File: src/rtl/enemy_pkg.sv
// Shared types and screen constants for the enemy row and its helpers.
package enemy_pkg;

    localparam int unsigned PIX_W    = 10;
    localparam int unsigned SCREEN_W = 640;
    localparam int unsigned SCREEN_H = 480;

    typedef logic [PIX_W-1:0] pix_t;

    typedef enum logic [4:0] {
        ST_ERROR   = 5'b00000,
        ST_IDLE    = 5'b00001,
        ST_RIGHT   = 5'b00010,
        ST_LEFT    = 5'b00100,
        ST_LANDED  = 5'b01000,
        ST_CLEARED = 5'b10000
    } state_e;

endpackage

File: src/rtl/priority_scan.sv
// Lowest/highest set bit of a vector plus circular first-set-at-or-after search.
module priority_scan #(
    parameter int unsigned WIDTH_P = 8,
    parameter int unsigned IDX_W_P = (WIDTH_P > 1) ? $clog2(WIDTH_P) : 1
) (
    input  logic [WIDTH_P-1:0] vec_i,
    input  logic [IDX_W_P-1:0] ptr_i,
    output logic [IDX_W_P-1:0] lo_o,
    output logic [IDX_W_P-1:0] hi_o,
    output logic [IDX_W_P-1:0] first_o
);

    logic [WIDTH_P-1:0] rot;
    logic [IDX_W_P-1:0] off;
    logic [IDX_W_P:0]   sum;

    always_comb begin
        lo_o = '0;
        hi_o = '0;
        off  = '0;
        for (int unsigned i = 0; i < WIDTH_P; i++) begin
            if (vec_i[i]) hi_o = IDX_W_P'(i);
        end
        for (int unsigned i = WIDTH_P; i > 0; i--) begin
            if (vec_i[i-1]) lo_o = IDX_W_P'(i - 1);
        end
        // Rotate so the pointer lands on bit 0, then take the lowest set offset.
        rot = WIDTH_P'({vec_i, vec_i} >> ptr_i);
        for (int unsigned i = WIDTH_P; i > 0; i--) begin
            if (rot[i-1]) off = IDX_W_P'(i - 1);
        end
        sum = {1'b0, ptr_i} + {1'b0, off};
        if (sum >= (IDX_W_P + 1)'(WIDTH_P)) sum = sum - (IDX_W_P + 1)'(WIDTH_P);
        first_o = sum[IDX_W_P-1:0];
    end

endmodule

File: src/rtl/enemy_row.sv
// Row of invaders moving as one group: edge bounce, descend, speed-up, round-robin fire.
module enemy_row
    import enemy_pkg::*;
#(
    parameter int unsigned NUM_SHIPS_P       = 8,
    parameter int unsigned SHIP_W_P          = 40,
    parameter int unsigned SHIP_H_P          = 10,
    parameter int unsigned GAP_P             = 20,
    parameter int unsigned STEP_X_P          = 10,
    parameter int unsigned STEP_Y_P          = 10,
    parameter int unsigned SCREEN_W_P        = SCREEN_W,
    parameter int unsigned LAND_Y_P          = 440,
    parameter pix_t        TOP_START_P       = 10'd9,
    parameter pix_t        LEFT_START_P      = 10'd9,
    parameter int unsigned FRAMES_PER_STEP_P = 30,
    parameter int unsigned MIN_FRAMES_P      = 4,
    parameter logic [15:0] FIRE_DELAY_P      = 16'd60,
    parameter logic [11:0] COLOR_P           = 12'hFFF
) (
    input  logic                   clk_i,
    input  logic                   reset_n_i,
    input  logic                   frame_i,
    input  logic                   start_i,
    input  logic [NUM_SHIPS_P-1:0] hit_i,
    output logic [9:0]             left_pos_o,
    output logic [9:0]             top_pos_o,
    output logic [9:0]             bot_pos_o,
    output logic [NUM_SHIPS_P-1:0] alive_o,
    output logic                   landed_o,
    output logic                   all_dead_o,
    output logic                   fire_o,
    output logic [9:0]             fire_x_o,
    output logic [9:0]             fire_y_o,
    output logic [3:0]             red_o,
    output logic [3:0]             green_o,
    output logic [3:0]             blue_o
);

    localparam int unsigned PITCH = SHIP_W_P + GAP_P;
    localparam int unsigned IDX_W = (NUM_SHIPS_P > 1) ? $clog2(NUM_SHIPS_P) : 1;

    state_e                 state_q, state_d;
    pix_t                   left_q, left_d, top_q, top_d;
    logic [NUM_SHIPS_P-1:0] alive_q, alive_d;
    logic [15:0]            frame_cnt_q, frame_cnt_d, fire_cnt_q, fire_cnt_d;
    logic [IDX_W-1:0]       fire_ptr_q, fire_ptr_d;
    logic                   landed_q, landed_d, all_dead_q, all_dead_d, fire_q, fire_d;
    pix_t                   fire_x_q, fire_x_d, fire_y_q, fire_y_d;

    logic [IDX_W-1:0] lo_idx, hi_idx, first_idx;
    logic [31:0]      live_cnt, period;
    logic             step, descend;
    pix_t             bot;

    priority_scan #(
        .WIDTH_P (NUM_SHIPS_P),
        .IDX_W_P (IDX_W)
    ) u_scan (
        .vec_i   (alive_q),
        .ptr_i   (fire_ptr_q),
        .lo_o    (lo_idx),
        .hi_o    (hi_idx),
        .first_o (first_idx)
    );

    assign bot = top_q + pix_t'(SHIP_H_P);

    always_comb begin
        state_d     = state_q;
        left_d      = left_q;
        top_d       = top_q;
        alive_d     = alive_q;
        frame_cnt_d = frame_cnt_q;
        fire_cnt_d  = fire_cnt_q;
        fire_ptr_d  = fire_ptr_q;
        fire_d      = 1'b0;
        fire_x_d    = fire_x_q;
        fire_y_d    = fire_y_q;
        step        = 1'b0;
        descend     = 1'b0;

        live_cnt = '0;
        for (int unsigned i = 0; i < NUM_SHIPS_P; i++) live_cnt = live_cnt + 32'(alive_q[i]);
        // Written as a compare so the subtraction never goes negative.
        if (FRAMES_PER_STEP_P >= MIN_FRAMES_P + (NUM_SHIPS_P - live_cnt))
            period = FRAMES_PER_STEP_P - (NUM_SHIPS_P - live_cnt);
        else
            period = MIN_FRAMES_P;

        case (state_q)
            ST_IDLE, ST_LANDED, ST_CLEARED: begin
                if (start_i) begin
                    state_d     = ST_RIGHT;
                    left_d      = LEFT_START_P;
                    top_d       = TOP_START_P;
                    alive_d     = '1;
                    frame_cnt_d = '0;
                    fire_cnt_d  = '0;
                    fire_ptr_d  = '0;
                end
            end
            ST_RIGHT, ST_LEFT: begin
                alive_d = alive_q & ~hit_i;
                if (frame_i) begin
                    if (32'(frame_cnt_q) + 32'd1 >= period) begin
                        frame_cnt_d = '0;
                        step        = 1'b1;
                    end else begin
                        frame_cnt_d = frame_cnt_q + 16'd1;
                    end
                    if (fire_cnt_q == FIRE_DELAY_P - 16'd1) begin
                        fire_cnt_d = '0;
                        if (|alive_d) begin
                            fire_d     = 1'b1;
                            fire_x_d   = pix_t'(32'(left_q) + 32'(first_idx) * PITCH + SHIP_W_P / 2);
                            fire_y_d   = bot;
                            fire_ptr_d = (32'(first_idx) == NUM_SHIPS_P - 1) ? '0 : first_idx + 1'b1;
                        end
                    end else begin
                        fire_cnt_d = fire_cnt_q + 16'd1;
                    end
                end
                if (step) begin
                    if (state_q == ST_RIGHT) begin
                        if (32'(left_q) + 32'(hi_idx) * PITCH + SHIP_W_P + STEP_X_P <= SCREEN_W_P - 1)
                            left_d = left_q + pix_t'(STEP_X_P);
                        else
                            descend = 1'b1;
                    end else begin
                        if (32'(left_q) + 32'(lo_idx) * PITCH >= STEP_X_P)
                            left_d = left_q - pix_t'(STEP_X_P);
                        else
                            descend = 1'b1;
                    end
                    if (descend) begin
                        top_d   = top_q + pix_t'(STEP_Y_P);
                        state_d = (state_q == ST_RIGHT) ? ST_LEFT : ST_RIGHT;
                        if (32'(top_d) + SHIP_H_P >= LAND_Y_P) state_d = ST_LANDED;
                    end
                end
                if (alive_d == '0) state_d = ST_CLEARED;
            end
            default: state_d = ST_IDLE;
        endcase

        landed_d   = (state_d == ST_LANDED);
        all_dead_d = (state_d == ST_CLEARED);
    end

    always_ff @(posedge clk_i or negedge reset_n_i) begin
        if (!reset_n_i) begin
            state_q     <= ST_IDLE;
            left_q      <= LEFT_START_P;
            top_q       <= TOP_START_P;
            alive_q     <= '0;
            frame_cnt_q <= '0;
            fire_cnt_q  <= '0;
            fire_ptr_q  <= '0;
            landed_q    <= 1'b0;
            all_dead_q  <= 1'b0;
            fire_q      <= 1'b0;
            fire_x_q    <= '0;
            fire_y_q    <= '0;
        end else begin
            state_q     <= state_d;
            left_q      <= left_d;
            top_q       <= top_d;
            alive_q     <= alive_d;
            frame_cnt_q <= frame_cnt_d;
            fire_cnt_q  <= fire_cnt_d;
            fire_ptr_q  <= fire_ptr_d;
            landed_q    <= landed_d;
            all_dead_q  <= all_dead_d;
            fire_q      <= fire_d;
            fire_x_q    <= fire_x_d;
            fire_y_q    <= fire_y_d;
        end
    end

    assign left_pos_o = left_q;
    assign top_pos_o  = top_q;
    assign bot_pos_o  = bot;
    assign alive_o    = alive_q;
    assign landed_o   = landed_q;
    assign all_dead_o = all_dead_q;
    assign fire_o     = fire_q;
    assign fire_x_o   = fire_x_q;
    assign fire_y_o   = fire_y_q;
    assign red_o      = COLOR_P[11:8];
    assign green_o    = COLOR_P[7:4];
    assign blue_o     = COLOR_P[3:0];

endmodule

File: config.mk
export PLATFORM = sky130hd
export DESIGN_NAME = enemy_row
export DESIGN_NICKNAME = d
export VERILOG_FILES = /design/src/rtl/enemy_pkg.sv /design/src/rtl/priority_scan.sv /design/src/rtl/enemy_row.sv
export SDC_FILE = /design/constraint.sdc
export NUM_CORES = 1
export LEC_CHECK = 0
export ABC_AREA = 1
export CORE_MARGIN = 1.5
export CORE_UTILIZATION = 40
export CTS_BUF_LIST = sky130_fd_sc_hd__clkbuf_8
export CTS_CLUSTER_SIZE = 30
export DETAILED_ROUTE_END_ITERATION = 12
export GPL_TIMING_DRIVEN = 1
export REMOVE_ABC_BUFFERS = 1
export SYNTH_ARGS = -nofsm -noshare
export SYNTH_HDL_FRONTEND = slang
export SYNTH_SLANG_ARGS = --single-unit
File: constraint.sdc
create_clock -name clk_i -period 8.1 [get_ports clk_i]
set_input_delay 0.81 -clock clk_i [delete_from_list [all_inputs] [get_ports clk_i]]
set_output_delay 0.81 -clock clk_i [all_outputs]
set_load 0.01 [all_outputs]
==> impl_metrics.csv, run 1 <==
group,metric,value,unit
run_status,status,"completed",
place,gp_congestion,0.852,
final_layout,drive_above_1_share,0.0787,
worst_setup_path,cp.arrival,6.28,ns
clock_tree,cts_hold_buf,0,
timing,rsz0062_at_grt,"false",
synthesis,ys_warn_count,0,
synthesis,synth_area,8230,µm²
synthesis,ys_seq_elements,91,
global_routing,grt_start_max_net_pins,66,
clock_tree,numCtsBuffers,9,
place,io_buffers,72,
clock_tree,ctsHtreeMaxLevel,3,
floorplanning,num_rows,52,
clock_tree,cts_sinks,91,
timing,finalSetupViolCount,0,
final_layout,fill_cells,2061,
worst_setup_path,critPathCaptureType,"register",
synthesis,yosysSeqAreaShare,0.277,
routing,avgViaCountPerCell,4.79,
clock_tree,cts_tree,"built",
timing,slew_headroom,0.444,
timing,finalHoldViolations,0,
timing,slew_viol_final,0,
worst_setup_path,crit_path_top_delay_cell,"dfrtp_1",
place,place_hpwl,14700,µm
synthesis,async_flop_share,1.00,
global_routing,grt.busiest_layer,"met2",
timing,fin_ws,2.08,ns
clock_tree,post_cts_resize_count,0,
hold_path,min_path_type,"primary input to async pin",
floorplanning,die-area,21400,µm²
global_routing,globalRouteTotalUtil,0.191,
worst_setup_path,cpLargestDelayFamily,"adder cells",
worst_setup_path,required,8.36,ns
routing,drt_iter0_drc,397,
clock_tree,clkSlewWorstSetupHoldPaths,0.10,ns
global_routing,globalRouteMet1Util,0.254,
routing,drc_errors,0,
final_layout,antenna_cells,0,
global_routing,grt_pass1_vias,6795,
floorplanning,initial_core_util,0.407,
global_routing,grt_use_met3,0.0366,
worst_setup_path,start_kind,"register",
worst_setup_path,path_buf_inv,2,
floorplanning,ios,85,
synthesis,synth_top_area_cell,"dfrtp_1",
routing,route.detailed.wl_per_inst,13.0,µm
floorplanning,die_width,146,µm
global_routing,grt_overflow,0,
worst_setup_path,cp_max_fo,18,
routing,drtPass1Iterations,4,
floorplanning,die_y,146,µm
clock_tree,cts_setup_buffers,0,
worst_setup_path,r2r_slack,2.08,ns
synthesis,synth_edf_count,0,
timing,finalClockSkew,0.0148,ns
final_layout,utilization,0.463,
power,vdd.ir_drop.worst,348,µV
timing,worstMarginPinSlew,0.834,ns
synthesis,synth_top_area_share,0.262,
final_layout,nets,1303,
global_routing,antenna_found_initial,0,
global_routing,grt_first_pass_wirelength,33100,µm
timing,final.setup.tns,0,ns
place,pre_cts_slack,2.15,ns
synthesis,synth-main-ff-cell,"dfrtp_1",
clock_tree,clockRootBuffer,"clkbuf_8",
worst_setup_path,setup.worst_path.class,"register to register",
power,pwr_density_cell,339,nW/µm²
routing,vias,6948,
routing,route.antenna.remaining_nets,0,
final_layout,final-seq-area,2280,µm²
clock_tree,worstSkewPairLatency,0.40,ns
run,drv_cap,0,
clock_tree,clock_path_buffers,2,
power,p_leak,0.00471,µW
final_layout,multiInputGateArea,5240,µm²
timing,hold_ws,0.317,ns
worst_setup_path,cpPeakStageDelay,0.65,ns
synthesis,syn_avg_cell_area,7.46,µm²
routing,routed_wl,18900,µm
timing,fin_crit_sh,0.743,
timing,fin_crit,6.02,ns
synthesis,synth_cell_types,56,
timing,fmax,166,MHz
floorplanning,core_area,20200,µm²
final_layout,syn_to_final_growth,13.9,%
global_routing,grtUsageMet2,0.323,
synthesis,synth_area_leaders,"dfrtp_1 26%, ha_1 15%, nand2_1 12%",
synthesis,syn_inst,1103,
## through the flow
step | instance area, µm² | total power (µW) | instances
after floorplan | 8100 | 2280 | 1092
after global placement | 9170 | 2840 | 1436
after detailed placement | 9170 | 2870 | 1436
after CTS | 9370 | 3220 | 1452
after global routing | 9370 | 3600 | 1452
final | 9370 | 3180 | 1452
## power by group
group	total, µW	switching (µW)	leakage (µW)	internal [µW]
Combinational	2260	1370	0.00340	885
Clock	325	180	0.000102	145
Sequential	593	86.5	0.00122	507
## synth_stat cells, types with 7 or more instances
library cell and number:
or2_2 10, o21ai_0 54, o21ai_1 19, nand2_1 266, ha_1 98, o21ai_2 9, xor2_1 30, nor3_1 16
nand2_2 11, inv_1 143, a21oi_1 56, clkbuf_1 7, xnor2_1 11, nor2_1 92, nor2_2 7, fa_1 16
buf_4 17, dfrtp_1 86, inv_2 10, nand3_1 50, nor4_1 7, nand4_1 22
## logic make-up (layout without fill, tap and decap cells)
logic type,after synthesis,in the layout,synth area share
AOI/OAI and AO/OA,161,161,0.112
xor gates and xnor gates,41,41,0.0436
adders and majority gates,114,114,0.188
buffers and inverters,187,245,0.0959
DFF,91,91,0.277
muxes,2,2,0.00258
other,1,22,0.000456
and+or+nand+nor,506,506,0.280
## worst reg2reg max path, stage by stage (launching register included)
cell and delay (ns):
dfrtp_1 0.65, o21ai_0 0.21, nand2_1 0.10, nand2_1 0.07
o21ai_0 0.30, o21ai_0 0.15, nand2_1 0.08, nand2_1 0.05
a21oi_1 0.13, nor2_1 0.06, ha_1 0.19, fa_1 0.37
xnor2_1 0.17, xor2_1 0.33, inv_1 0.16, fa_1 0.65
ha_1 0.22, fa_1 0.43, ha_1 0.30, ha_1 0.35
a21oi_1 0.18, inv_1 0.05, a31oi_1 0.23, o21bai_1 0.10
a21oi_1 0.17, xor2_1 0.15, o21ai_0 0.08
## state kept, by name, indices dropped and copies added, names as in the netlist, 3 cells and up
register	flops
state_q	5
alive_o	8
fire_cnt_q	16
fire_x_o	10
fire_y_o	10
frame_cnt_q	16
fire_ptr_q	3
top_pos_o	10
left_pos_o	10
## cells in the final DEF (no fill, tap or decap), types with 3 or more instances in the layout
master           netlist  layout
nand2_1              266     266
inv_1                143     144
ha_1                  98      98
nor2_1                92      92
dfrtp_1               86      86
clkdlybuf4s50_1        0      71
a21oi_1               56      56
o21ai_0               54      54
nand3_1               50      50
xor2_1                30      30
nand4_1               22      22
conb_1                 1      22
o21ai_1               19      19
nor3_1                16      16
fa_1                  16      16
xnor2_1               11      11
nand2_2               11      11
inv_2                 10      10
or2_2                 10      10
o21ai_2                9       9
clkbuf_8               0       9
nor2_2                 7       7
nor4_1                 7       7
dfstp_2                5       5
nand2_4                4       4
nand3_2                4       4
nand3b_1               4       4
o31ai_1                3       3
a31oi_1                3       3
a22o_1                 3       3
buf_4                 17       3
## final cells by class
cell class	instances	share of cell area
Tap cell	270	0.0360
Clock buffer	9	0.0132
Inverter	155	0.0623
Sequential cell	91	0.244
Timing Repair Buffer	74	0.0782
Multi-Input combinational cell	846	0.558
Clock inverter	7	0.00814
## worst paths after layout
path                       depth (start not counted)                         end                       from
max                                               26     fire_x_o[8]$_DFFE_PN0P_  fire_ptr_q[0]$_DFFE_PN0P_
min                                                1     fire_y_o[4]$_DFFE_PN0P_                  reset_n_i
max reg2reg                                       26     fire_x_o[8]$_DFFE_PN0P_  fire_ptr_q[0]$_DFFE_PN0P_
min reg2reg                                        2     fire_y_o[1]$_DFFE_PN0P_    fire_y_o[1]$_DFFE_PN0P_
max in group asynchronous                          2  fire_cnt_q[10]$_DFFE_PN0P_                  reset_n_i
min in group clk_i                                 2     fire_y_o[1]$_DFFE_PN0P_    fire_y_o[1]$_DFFE_PN0P_
## metal layers
| layer | vias to the layer above | part of all wire |
|---|---|---|
| li1 | 3705 | - |
| met1 | 3156 | 0.49 |
| met2 | 76 | 0.47 |
| met3 | 11 | 0.032 |
| met4 | 0 | 0.0093 |
| met5 | - | 0 |
No activity file was read; power rests on OpenSTA's default activity.
==> run 2, diff against run 1 <==
==> constraint.sdc (replaced) <==
create_clock -name clk_i -period 5 [get_ports clk_i]
set_input_delay 0.5 -clock clk_i [delete_from_list [all_inputs] [get_ports clk_i]]
set_output_delay 0.5 -clock clk_i [all_outputs]
set_load 0.01 [all_outputs]
==> impl_metrics.csv, run 2 (synthesis results as in run 1) <==
group,metric,value,unit
final_layout,nets,1367,
floorplanning,num_rows,52,
power,p_sw_frac,0.486,
floorplanning,die-area,21400,µm²
floorplanning,initial_core_util,0.407,
final_layout,drive_above_1_share,0.170,
clock_tree,clkSlewWorstSetupHoldPaths,0.12,ns
worst_setup_path,cpPeakStageDelay,0.48,ns
power,combinationalPowerShare,0.772,
worst_setup_path,worstReg2RegEnd,"fire_x_o[9]$_DFFE_PN0P_",
timing,fmax,199,MHz
global_routing,grt_pass1_vias,6846,
clock_tree,clock_path_buffers,2,
timing,fin_crit_sh,1.00,
floorplanning,die_y,146,µm
clock_tree,clockRootBuffer,"clkbuf_8",
routing,drtPass1Iterations,6,
place,gp_congestion,0.818,
final_layout,syn_to_final_growth,23.6,%
place,place_hpwl,14800,µm
power,intPower,3260,µW
floorplanning,core_area,20200,µm²
run,drv_cap,0,
timing,finalHoldViolations,0,
timing,rsz0062_at_grt,"true",
global_routing,grtUsageMet2,0.329,
power,pwr_density_cell,624,nW/µm²
global_routing,grt_first_pass_wirelength,33200,µm
routing,vias,7263,
worst_setup_path,required,5.29,ns
global_routing,grt_start_max_net_pins,47,
final_layout,reg_top3,"fire_cnt_q x16, frame_cnt_q x16",
floorplanning,die_width,146,µm
global_routing,antenna_found_initial,0,
worst_setup_path,cp-endpoint,"fire_x_o[9]$_DFFE_PN0P_",
worst_setup_path,r2r_slack,-0.02,ns
clock_tree,numCtsBuffers,9,
timing,finalSetupViolCount,2,
global_routing,grt_overflow,0,
timing,final.setup.tns,-0.0275,ns
hold_path,min_path_type,"primary input to async pin",
global_routing,globalRouteTotalUtil,0.190,
power,p_sw,3090,µW
global_routing,grt_use_met3,0.0272,
floorplanning,ios,85,
worst_setup_path,cp.arrival,5.31,ns
final_layout,antenna_cells,0,
routing,route.antenna.remaining_nets,0,
worst_setup_path,critPathCaptureType,"register",
timing,slew_viol_final,0,
timing,fin_ws,-0.0223,ns
run_status,status,"finished with violations",
routing,routed_wl,19700,µm
clock_tree,cts_sinks,91,
worst_setup_path,crit_start,"fire_ptr_q[0]$_DFFE_PN0P_",
global_routing,grt.busiest_layer,"met2",
final_layout,final_cell_mix,"259 x nand2_1, 140 x inv_1, 89 x ha_1, 88 x nor2_1, 85 x dfrtp_1",
clock_tree,cts_hold_buf,0,
power,pwr-share-clk,0.081,
worst_setup_path,crit_path_top_delay_cell,"fa_1",
clock_tree,cts_tree,"built",
timing,finalClockSkew,0.0207,ns
clock_tree,ctsHtreeMaxLevel,3,
routing,drt_iter0_drc,426,
worst_setup_path,setup.worst_path.class,"register to register",
power,p_leak,0.00505,µW
worst_setup_path,start_kind,"register",
worst_setup_path,cp_max_fo,8,
power,vdd.ir_drop.worst,454,µV
final_layout,mostFrequentLayoutCell,"nand2_1",
timing,worstMarginPinSlew,0.809,ns
run_status,violations,"setup timing",
worst_setup_path,reg2regPathDepth,31,
place,io_buffers,72,
power,pwr-share-seq,0.147,
routing,route.detailed.wl_per_inst,13.0,µm
timing,fin_crit,5.02,ns
routing,avgViaCountPerCell,4.79,
timing,slew_headroom,0.459,
clock_tree,worstSkewPairLatency,0.40,ns
routing,drc_errors,0,
worst_setup_path,r2r_start,"fire_ptr_q[0]$_DFFE_PN0P_",
final_layout,utilization,0.503,
global_routing,globalRouteMet1Util,0.254,
## run 2: cell types whose count changed in the layout (fill, tap and decap cells not counted), moves of 6 or more
cell,delta
o21ai_2,+12
ha_1,-9
ha_4,+6
nand2_1,-7
o21ai_0,-16
nand2_2,+7
buf_4,+55
## run 2: critical path: cells and delay by family, from the launching register on
family          cells  cell delay (ns)
simple gates        8             0.59
buf+inv             5             0.46
xor+xnor            4             0.68
compound gates      7             0.66
fa+ha+maj           7             2.09
flops               1             0.43
## run 2: worst min path at each step
stage | start | end | slack, ns | cells after the start
6_report | reset_n_i | fire_x_o[5]$_DFFE_PN0P_ | 0.11 | 1
5_1_grt | reset_n_i | top_pos_o[8]$_DFFE_PN0P_ | 0.13 | 1
4_1_cts | reset_n_i | state_q[2]$_DFF_PN0_ | 0.11 | 1
3_5_place_dp | fire_y_o[4]$_DFFE_PN0P_ | fire_y_o[4]$_DFFE_PN0P_ | 0.47 | 2
3_3_place_gp | fire_y_o[3]$_DFFE_PN0P_ | fire_y_o[3]$_DFFE_PN0P_ | 0.47 | 2
2_1_floorplan | reset_n_i | alive_o[0]$_DFFE_PN0P_ | 0.20 | 0
## run 2: area by class of cell
class | instances | area [µm²]
clock buffers | 9 | 124
clock inverters | 7 | 67.6
fillers | 2000 | 10100
inverters | 155 | 584
multi-input cells | 848 | 5520
flip-flops and latches | 91 | 2280
well taps | 270 | 338
repair buffers | 136 | 1250
## run 2: metrics by stage
step                instances  worst slack, ns  power (µW)  hold slack [ns]  cell area (µm²)
finish                   1516          -0.0223        6350            0.108            10200
global route             1516           -0.324        7060            0.130            10200
CTS                      1514           -0.174        6110            0.111             9980
detailed placement       1489           -0.467        5100            0.473             9580
global placement         1489           -0.370        5060            0.467             9580
floorplan                1092           -0.464        3690            0.204             8100
## run 2: power groups by stage
stage	Clock [µW]	Combinational (µW)	Sequential (µW)
floorplan	0	2740	955
global placement	0	4110	955
detailed placement	0	4140	958
CTS	536	4640	935
global route	565	5540	953
finish	515	4900	936
## run 2: timing repair
item / 4_1_cts / 5_1_grt
resized for setup: 40 / 44
gates cloned: 2 / 1
buffers inserted: 8 / 2
pin swaps: 32 / 33
setup endpoints to repair: 20 / 43
hold endpoints to repair: 0 / 0
## run 2: routing by layer
layer / vias up / routed length [µm]
li1: 3839 / -
met1: 3305 / 9690
met2: 107 / 9350
met3: 12 / 502
met4: 0 / 143
met5: - / 0
